**config.mk**
```make
export PLATFORM = sky130hd
export DESIGN_NAME = bus_ram_param
export DESIGN_NICKNAME = d
export VERILOG_FILES = /design/src/rtl/bus_ram_pkg.sv /design/src/rtl/bus_ram_array.sv /design/src/rtl/bus_ram_param.sv
export SDC_FILE = /design/constraint.sdc
export NUM_CORES = 1
export LEC_CHECK = 0
export CORE_AREA = 2 2 94 119
export DETAILED_ROUTE_END_ITERATION = 16
export DIE_AREA = 0 0 96 121
export PLACE_DENSITY = 0.78
export SLEW_MARGIN = 20
export SYNTH_ARGS = -nofsm -noshare
export SYNTH_HDL_FRONTEND = slang
export SYNTH_SLANG_ARGS = --single-unit
```
**constraint.sdc**
```tcl
create_clock -name clk -period 3.35 [get_ports clk]
set_clock_uncertainty 0.1 [all_clocks]
set_input_delay 1.005 -clock clk [delete_from_list [all_inputs] [get_ports clk]]
set_output_delay 1.005 -clock clk [all_outputs]
set_load 0.02 [all_outputs]
```
**src/rtl/bus_ram_pkg.sv**
```systemverilog
// Shared types and constants for the parametrised bus RAM slave.
package bus_ram_pkg;

    localparam int unsigned BUS_AW = 16;
    localparam int unsigned DATA_W = 8;

    localparam logic RW_WRITE = 1'b1;
    localparam logic RW_READ  = 1'b0;

    typedef enum logic [1:0] {
        S_IDLE,
        S_WAIT,
        S_DONE
    } state_e;

    // Captured transaction payload (index travels separately: its width is a parameter)
    typedef struct packed {
        logic              rw;
        logic [DATA_W-1:0] wdata;
    } bus_req_t;

    function automatic logic parity8(input logic [DATA_W-1:0] d);
        return ^d;
    endfunction

endpackage

```
**src/rtl/bus_ram_array.sv**
```systemverilog
// Byte-addressed storage for bus_ram_param: synchronous write, combinational read.
// Width is 8 bits, or 9 when BUS_RAM_PARITY_EN adds a stored parity bit.
module bus_ram_array #(
    parameter int unsigned ADDR_BITS = 4,
    parameter int unsigned WIDTH     = 8
) (
    input  logic                 clk,
    input  logic                 we,
    input  logic [ADDR_BITS-1:0] addr,
    input  logic [WIDTH-1:0]     wdata,
    output logic [WIDTH-1:0]     rd_data_c
);

    localparam int unsigned DEPTH = 2 ** ADDR_BITS;

    logic [WIDTH-1:0] mem [DEPTH];

    // Single shared port: write on we, read data always reflects addr
    always_ff @(posedge clk) begin
        if (we) begin
            mem[addr] <= wdata;
        end
    end

    assign rd_data_c = mem[addr];

endmodule

```
**src/rtl/bus_ram_param.sv**
```systemverilog
// Parametrised RAM slave on the Cmd/RW/Finish bus: base/window decode with
// mirroring, programmable wait states, one transaction per WAIT_CYCLES+2 cycles.
// Optional macro BUS_RAM_PARITY_EN stores a parity bit per byte and flags Err on read.
module bus_ram_param
    import bus_ram_pkg::*;
#(
    parameter logic [15:0] BASE_ADDR   = 16'h0000,
    parameter int unsigned ADDR_BITS   = 4,
    parameter int unsigned WIN_BITS    = 4,
    parameter int unsigned WAIT_CYCLES = 0
) (
    input  logic              clk,
    input  logic              rst,
    input  logic [BUS_AW-1:0] Addr,
    input  logic [DATA_W-1:0] WData,
    output logic [DATA_W-1:0] RData,
    input  logic              Cmd,
    input  logic              RW,
    output logic              Finish,
    output logic              Err
);

    localparam int unsigned CNT_W = 4;
`ifdef BUS_RAM_PARITY_EN
    localparam int unsigned MEM_W = DATA_W + 1;
`else
    localparam int unsigned MEM_W = DATA_W;
`endif
    localparam logic [CNT_W-1:0] WAIT_LOAD =
        (WAIT_CYCLES == 0) ? '0 : CNT_W'(WAIT_CYCLES - 1);

    state_e               state_q, state_d;
    logic [CNT_W-1:0]     cnt_q, cnt_d;
    bus_req_t             req_q;
    logic [ADDR_BITS-1:0] idx_q;

    logic                 hit_c;
    logic                 latch_c;
    logic                 acc_c;
    bus_req_t             acc_req_c;
    logic [ADDR_BITS-1:0] acc_idx_c;
    logic                 finish_d;
    logic                 err_d;
    logic                 we_c;
    logic                 rd_en_c;
    logic [MEM_W-1:0]     mem_wdata_c;
    logic [MEM_W-1:0]     rd_c;

    // Mirror bits between ADDR_BITS and WIN_BITS are deliberately don't-care
    logic unused_addr_c;
    assign unused_addr_c = ^Addr;

    // Window decode: only bits above WIN_BITS participate
    assign hit_c = Cmd && (Addr[BUS_AW-1:WIN_BITS] == BASE_ADDR[BUS_AW-1:WIN_BITS]);

    // State and wait-counter register
    always_ff @(posedge clk) begin
        if (rst) begin
            state_q <= S_IDLE;
            cnt_q   <= '0;
        end else begin
            state_q <= state_d;
            cnt_q   <= cnt_d;
        end
    end

    // Next state, access strobe and access source (live bus or latched request)
    always_comb begin
        state_d   = state_q;
        cnt_d     = cnt_q;
        latch_c   = 1'b0;
        acc_c     = 1'b0;
        acc_req_c = req_q;
        acc_idx_c = idx_q;
        finish_d  = 1'b0;
        case (state_q)
            S_IDLE: begin
                if (hit_c) begin
                    latch_c = 1'b1;
                    if (WAIT_CYCLES == 0) begin
                        acc_c           = 1'b1;
                        acc_req_c.rw    = RW;
                        acc_req_c.wdata = WData;
                        acc_idx_c       = Addr[ADDR_BITS-1:0];
                        finish_d        = 1'b1;
                        state_d         = S_DONE;
                    end else begin
                        cnt_d   = WAIT_LOAD;
                        state_d = S_WAIT;
                    end
                end
            end
            S_WAIT: begin
                if (cnt_q == '0) begin
                    acc_c    = 1'b1;
                    finish_d = 1'b1;
                    state_d  = S_DONE;
                end else begin
                    cnt_d = cnt_q - CNT_W'(1);
                end
            end
            S_DONE: begin
                state_d = S_IDLE;
            end
            default: begin
                state_d = S_IDLE;
            end
        endcase
    end

    // Capture the request so bus changes during WAIT/DONE have no effect
    always_ff @(posedge clk) begin
        if (latch_c) begin
            req_q.rw    <= RW;
            req_q.wdata <= WData;
            idx_q       <= Addr[ADDR_BITS-1:0];
        end
    end

    assign we_c    = acc_c && (acc_req_c.rw == RW_WRITE) && !rst;
    assign rd_en_c = acc_c && (acc_req_c.rw == RW_READ);

`ifdef BUS_RAM_PARITY_EN
    assign mem_wdata_c = {parity8(acc_req_c.wdata), acc_req_c.wdata};
    assign err_d       = rd_en_c && (parity8(rd_c[DATA_W-1:0]) != rd_c[DATA_W]);
`else
    assign mem_wdata_c = acc_req_c.wdata;
    assign err_d       = 1'b0;
`endif

    bus_ram_array #(
        .ADDR_BITS (ADDR_BITS),
        .WIDTH     (MEM_W)
    ) u_array (
        .clk       (clk),
        .we        (we_c),
        .addr      (acc_idx_c),
        .wdata     (mem_wdata_c),
        .rd_data_c (rd_c)
    );

    // Registered bus outputs; RData holds the last read value
    always_ff @(posedge clk) begin
        if (rst) begin
            Finish <= 1'b0;
            Err    <= 1'b0;
            RData  <= '0;
        end else begin
            Finish <= finish_d;
            Err    <= err_d;
            if (rd_en_c) begin
                RData <= rd_c[DATA_W-1:0];
            end
        end
    end

endmodule

```
==> impl_results.md, run 1 <==
* Status: complete, no violations
* Reg2reg setup slack at 0.82 ns
* Worst EP required at 3.54 ns
* First-pass GRT wire length at 21.02 mm
* Initial Utilization at 0.5791
* Static Leak at 0.002721 uW
* Multi-input gate area at 0.001548 mm^2
* Layout cell share with drive strength beyond 1 at 0.1650
* RD Place Congestion at 0.8273
* Worst Hold Path EP: RData[1]
* Total clock buffers created by CTS at 17
* Final std cells w/o fill at 629
* Worst reg2reg endpoint: RData[5]
* Htree depth at 4
* Mapped Area at 0.006056 mm^2
* Min Tclk post-route at 3.263 ns
* Max Root-Sink Buffers at 2
* Synth top cells by count: 140 x edfxtp_1, 72 x nand2_1, 58 x mux2i_1
* Post-DP HPWL at 8.974 mm
* Hold Crit Class: flop to flop
* Mapped Cells at 401
* I/O Buffers at 36
* # resized after CTS at 0
* Synthesized flop and latch total at 150
* DP Cell Count at 597
* Setup TNS at 0 ns
* Total gr overflow at 0
* ANT nets after route at 0
* Initial DRC count at 341
* Residual DRC at 0
* Pwr per Cell Area at 534.2 mW/mm^2
* Power Internal at 3276 uW
* Share of the synthesized area in the top cell type at 0.6942
* Kind of critical path: input pin to flop
* CTS root buf: clkbuf_16
* CP max FO at 26
* NetSw at 709.2 uW
* Drt pass-1 iters at 8
* Largest cells by area after synthesis: edfxtp_1 69%, mux2i_1 9.6%, nand2_1 4.5%, dfxtp_1 3.3%, nor2_1 1.9%
* Die Span X at 96 um
* Post-CTS Repair Setup Buffers at 0
* CTS tree: done
* Max Slew Vio Count at 0
* DRT Wirelength at 13.53 mm
* Count leader, synth: edfxtp_1
* F_max at 306.4 MHz
* Critical path's slowest cell: clkdlybuf4s50_1
* Endpoints failing hold at 0
* Switching fraction of total power at 0.1779
* Worst endpoint data arrival time at 3.45 ns
* Main synth FF type: edfxtp_1
* Cell Chain, Critical Path: clkdlybuf4s50_1 -> nor4b_4 -> nand4_2 -> inv_4 -> mux2i_4 -> buf_12 -> mux2i_1 -> o22ai_1 -> a211oi_1 -> a311oi_1
* Startpoint Class: input pin
* GRT Overall Usage at 0.2565
* Tightest Pin Transition at 0.5876 ns
* Routed WL per cell at 21.51 um
* Fillers at 656
* Hold buffer count at cts at 0
* Hold Path Depth at 2
* Clock transition at the registers of the reported paths at 0.06 ns
* Core box area at 0.01046 mm^2
* R2r startpoint: state_q[1]
* Ys Warns at 0
* Crit. Startpoint: Addr[15]
* Final #Nets at 512
* Async set-reset flop share out of synthesis at 0
* # IOs at 38
* Largest net degree at the start of global routing at 27
* Worst-skew pair later-pin latency at 0.42 ns
* Crit-path max cell delay at 0.44 ns
* Relative max-transition margin at 0.6073
* Die ar. at 0.01162 mm^2
* Reg power frac at 0.507
* Unique cell type count in the Yosys netlist at 39
* Hold_sp: RData[1]
* DIE HEIGHT at 121 um
* Combinational group share of total power at 0.013
* Sequential share of the synthesized area at 0.7273
* Number of flops mapped to enable cells by yosys at 140
* Syn avg cell area at 15.10 um^2
* Final setup viols at 0
* Ant diodes at 0
* Post-synth top area cell: edfxtp_1
* DR vias at 3658
* Period utilization at 0.9742
* Area Overhead vs Synth at 23.18%
* Worst reg-to-reg path cell count at 9
* Via/cell ratio at 5.816
* Reg area at 0.004404 mm^2
* Syn Nets at 429
* Antenna violations before repair at 0
* RSZ-0062 raised after global routing: no
* Setup crit end kind: flop
* Vias in the first global route at 3875
* FP Rows at 42
* Clock sinks at 150
* Max-cap violation count at 0
* Clock share of power at 0.481
* Worst VDD drop at 0.4284 mV
-- metrics by stage --
step                power [uW]    util  area (um^2)  worst slack, ns  hold WS (ns)
floorplan                 2067       -         6056           0.1840        0.4691
global placement          2106  0.6555         6855          -0.3180        0.4181
detailed placement        2108  0.6555         6855          -0.2813        0.4275
CTS                       3996  0.7133         7460          0.09374        0.4461
global route              4072  0.7133         7460          0.03551        0.4899
finish                    3985  0.7133         7460          0.08652        0.4429
-- cells by family after synthesis --
family,share of synthesized area
flops,0.7273
simple gates,0.08946
mux,0.1099
compound gates,0.05557
buf+inv,0.01715
other cells,0.0006192
-- flip-flops by register name, indices dropped and copies added, names as in the netlist --
signal	cells
u_array.mem	128
state_q	1
Finish	1
RData	8
idx_q	4
req_q	8
-- power by group through the flow --
stage                     Sequential (uW)  Combinational (uW)  Clock, uW
final                                2020                49.8       1920
after global routing                 2020                52.7       2000
after CTS                            2020                49.7       1930
after detailed placement             2060                49.2          0
after global placement               2060                48.1          0
after floorplan                      2060                8.88          0
-- worst max path at each step --
stage	to	cells past startpoint
final	RData[5]	10
after global routing	RData[5]	10
after CTS	RData[5]	10
after detailed placement	RData[6]	11
after global placement	RData[0]	10
after floorplan	u_array.mem[0][0]	7
-- metal layers --
layer,GRT usage,vias up,share of wire
met4,0.1134,0,0.031
met1,0.3082,1776,0.38
met2,0.4297,150,0.53
li1,-,1701,-
met5,0,-,0
met3,0.06770,31,0.060
-- layout make-up --
cell class	count	share of cell area
flip-flops and latches	150	0.5904
inverters	2	0.001342
clock inverters	9	0.01694
well taps	132	0.02214
multi-input cells	233	0.2075
clock buffers	23	0.06407
repair buffers	80	0.09762
-- layout by cell type (no fill, tap or decap), types with 2 or more instances in the layout --
cell type and count:
nor4_2 2, clkbuf_8 3, mux2i_1 58, o22ai_1 12, bufinv_16 3, mux2i_4 2
a31oi_1 4, buf_4 41, o21bai_1 2, edfxtp_1 140, o211ai_1 8, nand2_1 72
nand3_1 8, o221a_1 2, clkbuf_16 17, nand2b_1 2, clkbuf_1 3, clkdlybuf4s50_1 36
nor2_1 30, buf_12 3, clkinv_1 2, a311oi_1 6, a22oi_1 2, or3_1 2
dfxtp_1 10, a211oi_1 6, clkinvlp_4 2
-- worst max-delay path: cells and delay by family --
| kind | cells | cell delay, ns |
|---|---|---|
| buf+inv | 3 | 0.81 |
| compound gates | 3 | 0.55 |
| mux | 2 | 0.60 |
| simple gates | 2 | 0.47 |
No activity file was read; power rests on OpenSTA's default activity.
==> run 2, diff against run 1 <==
--- a/config.mk
+++ b/config.mk
@@ -8,8 +8,10 @@
 export CORE_AREA = 2 2 94 119
 export DETAILED_ROUTE_END_ITERATION = 16
 export DIE_AREA = 0 0 96 121
+export GPL_TIMING_DRIVEN = 0
 export PLACE_DENSITY = 0.78
 export SLEW_MARGIN = 20
 export SYNTH_ARGS = -nofsm -noshare
 export SYNTH_HDL_FRONTEND = slang
 export SYNTH_SLANG_ARGS = --single-unit
+export TNS_END_PERCENT = 1
==> impl_results.md, run 2 (synthesized netlist as in run 1, its figures left out) <==
* Reg area at 0.004404 mm^2
* Startpoint Class: input pin
* Most common cell after layout, fill and taps aside: edfxtp_1
* Critical path's slowest cell: clkdlybuf4s50_1
* Layout cell share with drive strength beyond 1 at 0.1610
* Relative max-transition margin at 0.4326
* Hold_sp: RData[2]
* DRT Wirelength at 13.25 mm
* Max Root-Sink Buffers at 2
* Area Overhead vs Synth at 20.58%
* I/O Buffers at 35
* Combinational group share of total power at 0.013
* Vias in the first global route at 3627
* Setup ws final at -0.1026 ns
* Antenna violations before repair at 0
* Clock sinks at 150
* Max-cap violation count at 0
* Static Leak at 0.002546 uW
* Crit-path max cell delay at 0.45 ns
* Final #Nets at 488
* Max Slew Vio Count at 0
* Htree depth at 4
* Drt pass-1 iters at 6
* Max reg flops at 128
* RD Place Congestion at 0.8412
* # IOs at 38
* Power Internal at 3130 uW
* Worst-skew pair later-pin latency at 0.42 ns
* Switching fraction of total power at 0.1854
* Total clock buffers created by CTS at 17
* Clock transition at the registers of the reported paths at 0.06 ns
* FP Rows at 42
* Residual DRC at 0
* Hold Crit Class: flop to flop
* NetSw at 712.2 uW
* Initial DRC count at 360
* Status: finished, violations left
* Die Span X at 96 um
* Setup crit end kind: flop
* CP max FO at 10
* Core box area at 0.01046 mm^2
* Most frequent cells in the layout: 140 x edfxtp_1, 72 x nand2_1, 58 x mux2i_1
* ANT nets after route at 0
* Reg power frac at 0.526
* Multi-input gate area at 0.001670 mm^2
* Cell Chain, Critical Path: clkdlybuf4s50_1 -> nor4b_4 -> nand4_4 -> inv_4 -> mux2i_4 -> buf_6 -> mux2i_1 -> o22ai_1 -> a211oi_2 -> a311oi_1
* Most flops, register: u_array.mem
* Ant diodes at 0
* Fin Hold WS at 0.4117 ns
* RSZ-0062 raised after global routing: yes
* Final std cells w/o fill at 604
* Min Tclk post-route at 3.453 ns
* Final setup viols at 44
* DR vias at 3636
* Largest regs: u_array.mem x128, RData x8, req_q x8
* Die ar. at 0.01162 mm^2
* Failing checks: negative setup slack
* Clock share of power at 0.461
* Worst endpoint data arrival time at 3.63 ns
* Endpoints failing hold at 0
* R2r startpoint: state_q[1]
* Largest net degree at the start of global routing at 22
* Post-DP HPWL at 8.229 mm
* CTS root buf: clkbuf_16
* Fillers at 676
* Pwr per Cell Area at 526.1 mW/mm^2
* Worst VDD drop at 0.3899 mV
* Hold buffer count at cts at 0
* Worst EP required at 3.52 ns
* Kind of critical path: input pin to flop
* Tightest Pin Transition at 0.8471 ns
* CTS tree: done
* Via/cell ratio at 6.020
* F_max at 289.6 MHz
* Period utilization at 1.031
* First-pass GRT wire length at 19.98 mm
* GRT Overall Usage at 0.2467
* DP Cell Count at 568
* Total gr overflow at 0
* Routed WL per cell at 21.93 um
* Crit. Startpoint: Addr[15]
* Initial Utilization at 0.5791
* DIE HEIGHT at 121 um
[run 2: changes by cell type in the layout (fill, tap and decap cells not counted), moves of 5 or more]
cell	delta
buf_6	+5
nor2_2	+8
nor2_4	+8
buf_4	-32
a211oi_2	+5
a211oi_1	-5
nor2_1	-16
[run 2: layout make-up]
type | instances | area share
Sequential cell | 150 | 0.6032
Multi-Input combinational cell | 233 | 0.2288
Clock buffer | 20 | 0.05980
Timing Repair Buffer | 40 | 0.05312
Tap cell | 132 | 0.02262
Buffer | 16 | 0.01611
Clock inverter | 11 | 0.01508
Inverter | 2 | 0.001371
[run 2: what timing repair did]
| action | 4_1_cts | 5_1_grt |
|---|---|---|
| cloned | 0 | 0 |
| buffers inserted | 4 | 1 |
| pin swaps | 6 | 3 |
| resized for setup | 22 | 18 |
| setup endpoints to repair | 264 | 136 |
[run 2: power groups by stage]
stage | combinational, uW | clock (uW) | sequential [uW]
global route | 53.6 | 1860 | 2020
detailed placement | 48.3 | 0 | 2060
CTS | 50.5 | 1780 | 2020
floorplan | 8.88 | 0 | 2060
finish | 50.7 | 1770 | 2020
global placement | 46.7 | 0 | 2060
[run 2: worst max-delay path, delay by kind of cell]
family,cells,cell delay (ns)
buffers and inverters,3,0.82
AOI/OAI and AO/OA,3,0.67
muxes,2,0.61
and+or+nand+nor,2,0.51
[run 2: path summary, 6_finish.rpt]
| path | endpoint | slack [ns] | depth (start not counted) |
|---|---|---|---|
| max | RData[2] | -0.10 | 10 |
| min | RData[2] | 0.41 | 2 |
| min reg2reg | RData[2] | 0.41 | 2 |
| max reg2reg | RData[2] | 0.60 | 9 |
[run 2: per-stage QoR]
step,worst slack (ns),power (uW),setup TNS [ns],utilization,area (um^2)
2_1_floorplan,0.1840,2067,0,-,6056
3_3_place_gp,-0.8570,2105,-133.41,0.6284,6571
4_1_cts,-0.1589,3852,-11.75,0.6914,7231
6_report,-0.1026,3842,-1.990,0.6983,7302
5_1_grt,-0.1670,3935,-13.43,0.6983,7302
3_5_place_dp,-0.8901,2107,-157.85,0.6284,6571
[run 2: routing by layer]
metal | wire length, um | global-route usage | share of wire | up-vias
met4 | 345 | 0.08661 | 0.026 | 0
met1 | 5112 | 0.3102 | 0.39 | 1819
met3 | 832 | 0.07516 | 0.063 | 27
met2 | 6955 | 0.4036 | 0.53 | 141
li1 | - | - | - | 1649
met5 | 0 | 0 | 0 | -
==> RTL change 1, RTL diff (config.mk and constraints of run 2) <==
Register the inputs `Addr`, `WData`, `Cmd` and `RW` before use, with the module's reset. The logic sees them one clock later.
--- a/src/rtl/bus_ram_param.sv
+++ b/src/rtl/bus_ram_param.sv
@@ -29,6 +29,25 @@
     localparam logic [CNT_W-1:0] WAIT_LOAD =
         (WAIT_CYCLES == 0) ? '0 : CNT_W'(WAIT_CYCLES - 1);
 
+    logic [BUS_AW-1:0] Addr_q;
+    logic [DATA_W-1:0] WData_q;
+    logic Cmd_q;
+    logic RW_q;
+
+    always_ff @(posedge clk) begin
+        if (rst) begin
+            Addr_q  <= '0;
+            WData_q <= '0;
+            Cmd_q   <= '0;
+            RW_q    <= '0;
+        end else begin
+            Addr_q  <= Addr;
+            WData_q <= WData;
+            Cmd_q   <= Cmd;
+            RW_q    <= RW;
+        end
+    end
+
     state_e               state_q, state_d;
     logic [CNT_W-1:0]     cnt_q, cnt_d;
     bus_req_t             req_q;
@@ -48,10 +67,10 @@
 
     // Mirror bits between ADDR_BITS and WIN_BITS are deliberately don't-care
     logic unused_addr_c;
-    assign unused_addr_c = ^Addr;
+    assign unused_addr_c = ^Addr_q;
 
     // Window decode: only bits above WIN_BITS participate
-    assign hit_c = Cmd && (Addr[BUS_AW-1:WIN_BITS] == BASE_ADDR[BUS_AW-1:WIN_BITS]);
+    assign hit_c = Cmd_q && (Addr_q[BUS_AW-1:WIN_BITS] == BASE_ADDR[BUS_AW-1:WIN_BITS]);
 
     // State and wait-counter register
     always_ff @(posedge clk) begin
@@ -79,9 +98,9 @@
                     latch_c = 1'b1;
                     if (WAIT_CYCLES == 0) begin
                         acc_c           = 1'b1;
-                        acc_req_c.rw    = RW;
-                        acc_req_c.wdata = WData;
-                        acc_idx_c       = Addr[ADDR_BITS-1:0];
+                        acc_req_c.rw    = RW_q;
+                        acc_req_c.wdata = WData_q;
+                        acc_idx_c       = Addr_q[ADDR_BITS-1:0];
                         finish_d        = 1'b1;
                         state_d         = S_DONE;
                     end else begin
@@ -111,9 +130,9 @@
     // Capture the request so bus changes during WAIT/DONE have no effect
     always_ff @(posedge clk) begin
         if (latch_c) begin
-            req_q.rw    <= RW;
-            req_q.wdata <= WData;
-            idx_q       <= Addr[ADDR_BITS-1:0];
+            req_q.rw    <= RW_q;
+            req_q.wdata <= WData_q;
+            idx_q       <= Addr_q[ADDR_BITS-1:0];
         end
     end
 
Check against the original RTL: not equivalent (a bounded check fails within 4 cycles, from zero or initial values and one cycle with rst high).
==> RTL change 1 against run 2 <==
Non-clock buffer count rose by 4; largest cell class unchanged; count of clock-buffer cells in the layout is 5 higher; total power is 15% higher; cell area increased by 7.9%; utilization is 5.5 points higher; clock power rose by 12%; synthesized area rose by 11%; global-route usage rose by 2.8 points; setup slack improved by 0.19 ns; sequential cell count rose by 26; wire length grew 13%; sequential share of layout area grew 2.2 points.
==> RTL change 1: results (changes against run 2) <==
status complete, no violations; port buffer count 36 (+2.9%); R2R Setup Slk 0.12 ns (-0.48 ns); Worst Hold Launch WData_q[0]; Synth Area in Compound Gates 0.0499 (-0.00571); syn_nets 543 (+27%); Post-synth top cells edfxtp_1 (140), nand2_1 (123), nand3_1 (52); Setup Fix Bufs, Post-CTS 0 (-4); Iter 0 DRT Violations 574 (+59%); initial antenna violation count 0 (unchanged); GP Congestion 0.946 (+12%); number of flops mapped to enable cells by yosys 140 (unchanged); maximum VDD drop 0.412 mV (+5.6%); sequential-to-total area share from yosys stat 0.730 (+0.00243); crit path max fanout 9 (-1); worst slew pin tran 0.916 ns (+0.0689 ns); fraction of layout cells with a size suffix above 1 0.0875 (-0.0735); global-route wire length before repair 22.5 mm (+13%); Worst path max stage delay 0.74 ns (+0.29 ns); Total Routing Usage GR 0.274 (+0.0277); slowest stage cell, crit path nor2_1; vias in the first global route 4190 (+16%); Layout fillers 642 (-5.0%); Routed WL 14.9 mm (+13%); # diodes 0 (unchanged); WHS Endpoint req_q[0]; origin of the worst setup path rst; final net count 598 (+23%); Setup Viol. Count Final 0 (-100%); Vias/cell 6.17 (+2.4%); Pre-antenna DRT Iters 5 (-1); Hold Path Depth 0 (-2); CP delay by family, top simple AND/OR/NAND/NOR gates; Adder-Cell Fraction of Synth Area 0 (unchanged); DP HPWL 10.0 mm (+22%); Post-route DRC 0 (unchanged); post_cts resized 0 (-100%); RR Endpoint u_array.mem[0][1]; RR Startpoint Addr_q[11]; Post-Synth XOR/XNOR Area 0 (unchanged); Synth cell types 37 (-5.1%); P_leak 2.79 nW (+9.6%); DP Worst Slack -0.286 ns (+0.604 ns); biggest regs u_array.mem x128, Addr_q x16; top cells by area, synth edfxtp_1 (62%), dfxtp_1 (11%), nand2_1 (6.8%); mux contribution to synthesized area 0.0343 (-0.0756); worst reg2reg path depth 7 (-2)
==> RTL change 1: worst register-to-register path: stages (launching register included) <==
cell and delay (ns):
dfxtp_1 0.30, nor4_2 0.42, nand4_4 0.26, buf_2 0.27, nor2_1 0.25, nand2_1 0.12, or3_1 0.40, nor2_1 0.74
==> RTL change 1: power breakdown <==
| group | switching [mW] | internal (mW) | leakage [nW] |
|---|---|---|---|
| sequential | 0.0120 | 2.35 | 1.53 |
| clock | 0.782 | 1.20 | 0.298 |
| combinational | 0.0379 | 0.0490 | 0.962 |
| total | 0.832 | 3.60 | 2.79 |
==> RTL change 1: per-layer routing <==
layer / track usage / vias up / wire length [um]
met5: 0 / - / 0
met2: 0.459 / 249 / 7690
met3: 0.0453 / 52 / 1030
met1: 0.340 / 2139 / 5540
met4: 0.141 / 0 / 663
li1: - / 1968 / -
==> RTL change 1: through the flow <==
stage               hold slack [ns]  area (sq um)  cells  total power [mW]
finish                        0.333          7880    715              4.43
CTS                           0.338          7880    715              4.43
global route                  0.350          7880    715              4.52
global placement              0.314          7270    683              2.49
floorplan                     0.308          6750    515              2.45
detailed placement            0.320          7270    683              2.49
==> RTL change 1: kinds of logic (layout without fill, tap and decap cells) <==
| family | count (synthesis) | count (layout) |
|---|---|---|
| DFF | 176 | 176 |
| other | 1 | 1 |
| buffers and inverters | 25 | 93 |
| and+or+nand+nor | 243 | 243 |
| AOI/OAI and AO/OA | 49 | 49 |
| muxes | 21 | 21 |
==> RTL change 1: final cells by class <==
type	instances	area share
Timing Repair Buffer	36	0.0457
Buffer	24	0.0165
Sequential cell	176	0.625
Tap cell	132	0.0210
Clock buffer	25	0.0686
Inverter	1	0.000476
Multi-Input combinational cell	314	0.214
Clock inverter	7	0.00841
==> RTL change 1: how the worst max path moves through the flow <==
stage | endpoint | slack (ns) | depth (start not counted)
after floorplan | u_array.mem[0][0] | 0.78 | 7
after global placement | u_array.mem[0][3] | -0.22 | 5
after detailed placement | u_array.mem[0][5] | -0.29 | 5
after CTS | u_array.mem[0][3] | 0.12 | 7
after global routing | u_array.mem[0][1] | 0.02 | 7
final | u_array.mem[0][1] | 0.09 | 5
==> RTL change 2, RTL diff (config.mk and constraints of run 2) <==
Without the edit above. Add a define of `BUS_RAM_PARITY_EN`.
--- a/src/rtl/bus_ram_param.sv
+++ b/src/rtl/bus_ram_param.sv
@@ -1,6 +1,8 @@
 // Parametrised RAM slave on the Cmd/RW/Finish bus: base/window decode with
 // mirroring, programmable wait states, one transaction per WAIT_CYCLES+2 cycles.
 // Optional macro BUS_RAM_PARITY_EN stores a parity bit per byte and flags Err on read.
+`define BUS_RAM_PARITY_EN
+
 module bus_ram_param
     import bus_ram_pkg::*;
 #(
Formal check against the unedited RTL: same outputs for any inputs over 4 cycles, from zero or initial values and one cycle with rst high; that may be too few to reach the edited logic, so the function may still have changed.
==> RTL change 2 against run 2 <==
The run still ends with negative setup slack left; count of clock-buffer cells in the layout grew 3; sequential cell count grew 17; highest routed layer unchanged; combinational power grew 3%; critical endpoint is now Err; sequential share of layout area shrank 4.7 points; critical path depth grew 3; setup slack lost 0.89 ns; die area is the same; critical path type unchanged; total power grew 9.3%; wire length grew 39%; clock power grew 7%; cell area grew 21%; synthesized area grew 16%; first-iteration DRC count grew 88%; via count grew 29%.
==> RTL change 2: results (changes against run 2) <==
grt met2 use 0.508 (+0.105); failing checks negative setup slack; Pre-antenna DRT Iters 5 (-1); status complete, but fails checks; met2 wire length 9.29 mm (+34%); Setup Fix Bufs, Post-CTS 28 (+24); DP Worst Slack -2.50 ns (-1.61 ns); maximum VDD drop 0.606 mV (+56%); WL per Instance 26.0 um (+19%); GP Congestion 0.891 (+5.9%); post-layout worst setup margin -0.995 ns (-0.892 ns); post-synthesis to final-layout area growth 26.1%; power density over cell area 476 nW/um^2 (-9.5%); Total Routing Usage GR 0.311 (+0.0646); biggest regs u_array.mem x144, RData x8, req_q x8; Synth cell types 51 (+31%); port buffer count 37 (+5.7%); Sum Neg Setup Slack -78.49 ns (-76.50 ns); P_leak 3.09 nW (+21%); met3 wire len 1.74 mm (+110%); R2R Setup Slk -0.25 ns (-0.85 ns); sw power 0.810 mW (+14%); final net count 589 (+21%); Reg power frac 0.535 (+0.009); post-placement cell count 643 (+13%); sequential-to-total area share from yosys stat 0.701 (-0.0263); GR Util met1 0.400 (+0.0897); syn_nets 502 (+17%); crit path max fanout 4 (-6); global-route wire length before repair 25.6 mm (+28%); DR vias 4679 (+29%); Setup Viol. Count Final 169 (+280%); M3 GR Usage 0.0845 (+0.00932); fraction of layout cells with a size suffix above 1 0.319 (+0.158); DP HPWL 10.1 mm (+23%); Vias/cell 6.63 (+10%)
-- RTL change 2: final cells by class --
class | count | area share
Inverter | 1 | 0.00128
Clock buffer | 23 | 0.0519
Clock inverter | 9 | 0.0118
Sequential cell | 167 | 0.556
Buffer | 17 | 0.0225
Tap cell | 132 | 0.0187
Timing Repair Buffer | 69 | 0.0723
Multi-Input combinational cell | 288 | 0.266
-- RTL change 2: kinds of logic after synthesis --
logic type / count (synthesis) / share of synthesized area
multiplexers: 47 / 0.0837
AND/OR/NAND/NOR: 178 / 0.123
buffers and inverters: 19 / 0.0170
AO/OA/AOI/OAI: 52 / 0.0535
XOR/XNOR: 11 / 0.0216
flip-flops: 167 / 0.701
-- RTL change 2: worst max-delay path, stage by stage --
cell and delay, ns:
buf_6 0.09, or4b_4 0.54, buf_6 0.14, o41ai_4 0.46, nand2_2 0.18, buf_6 0.18
mux2_4 0.30, a22o_4 0.26, or4_4 0.55, xor2_1 0.16, xnor3_1 0.45, xnor2_2 0.17
nor3_2 0.05
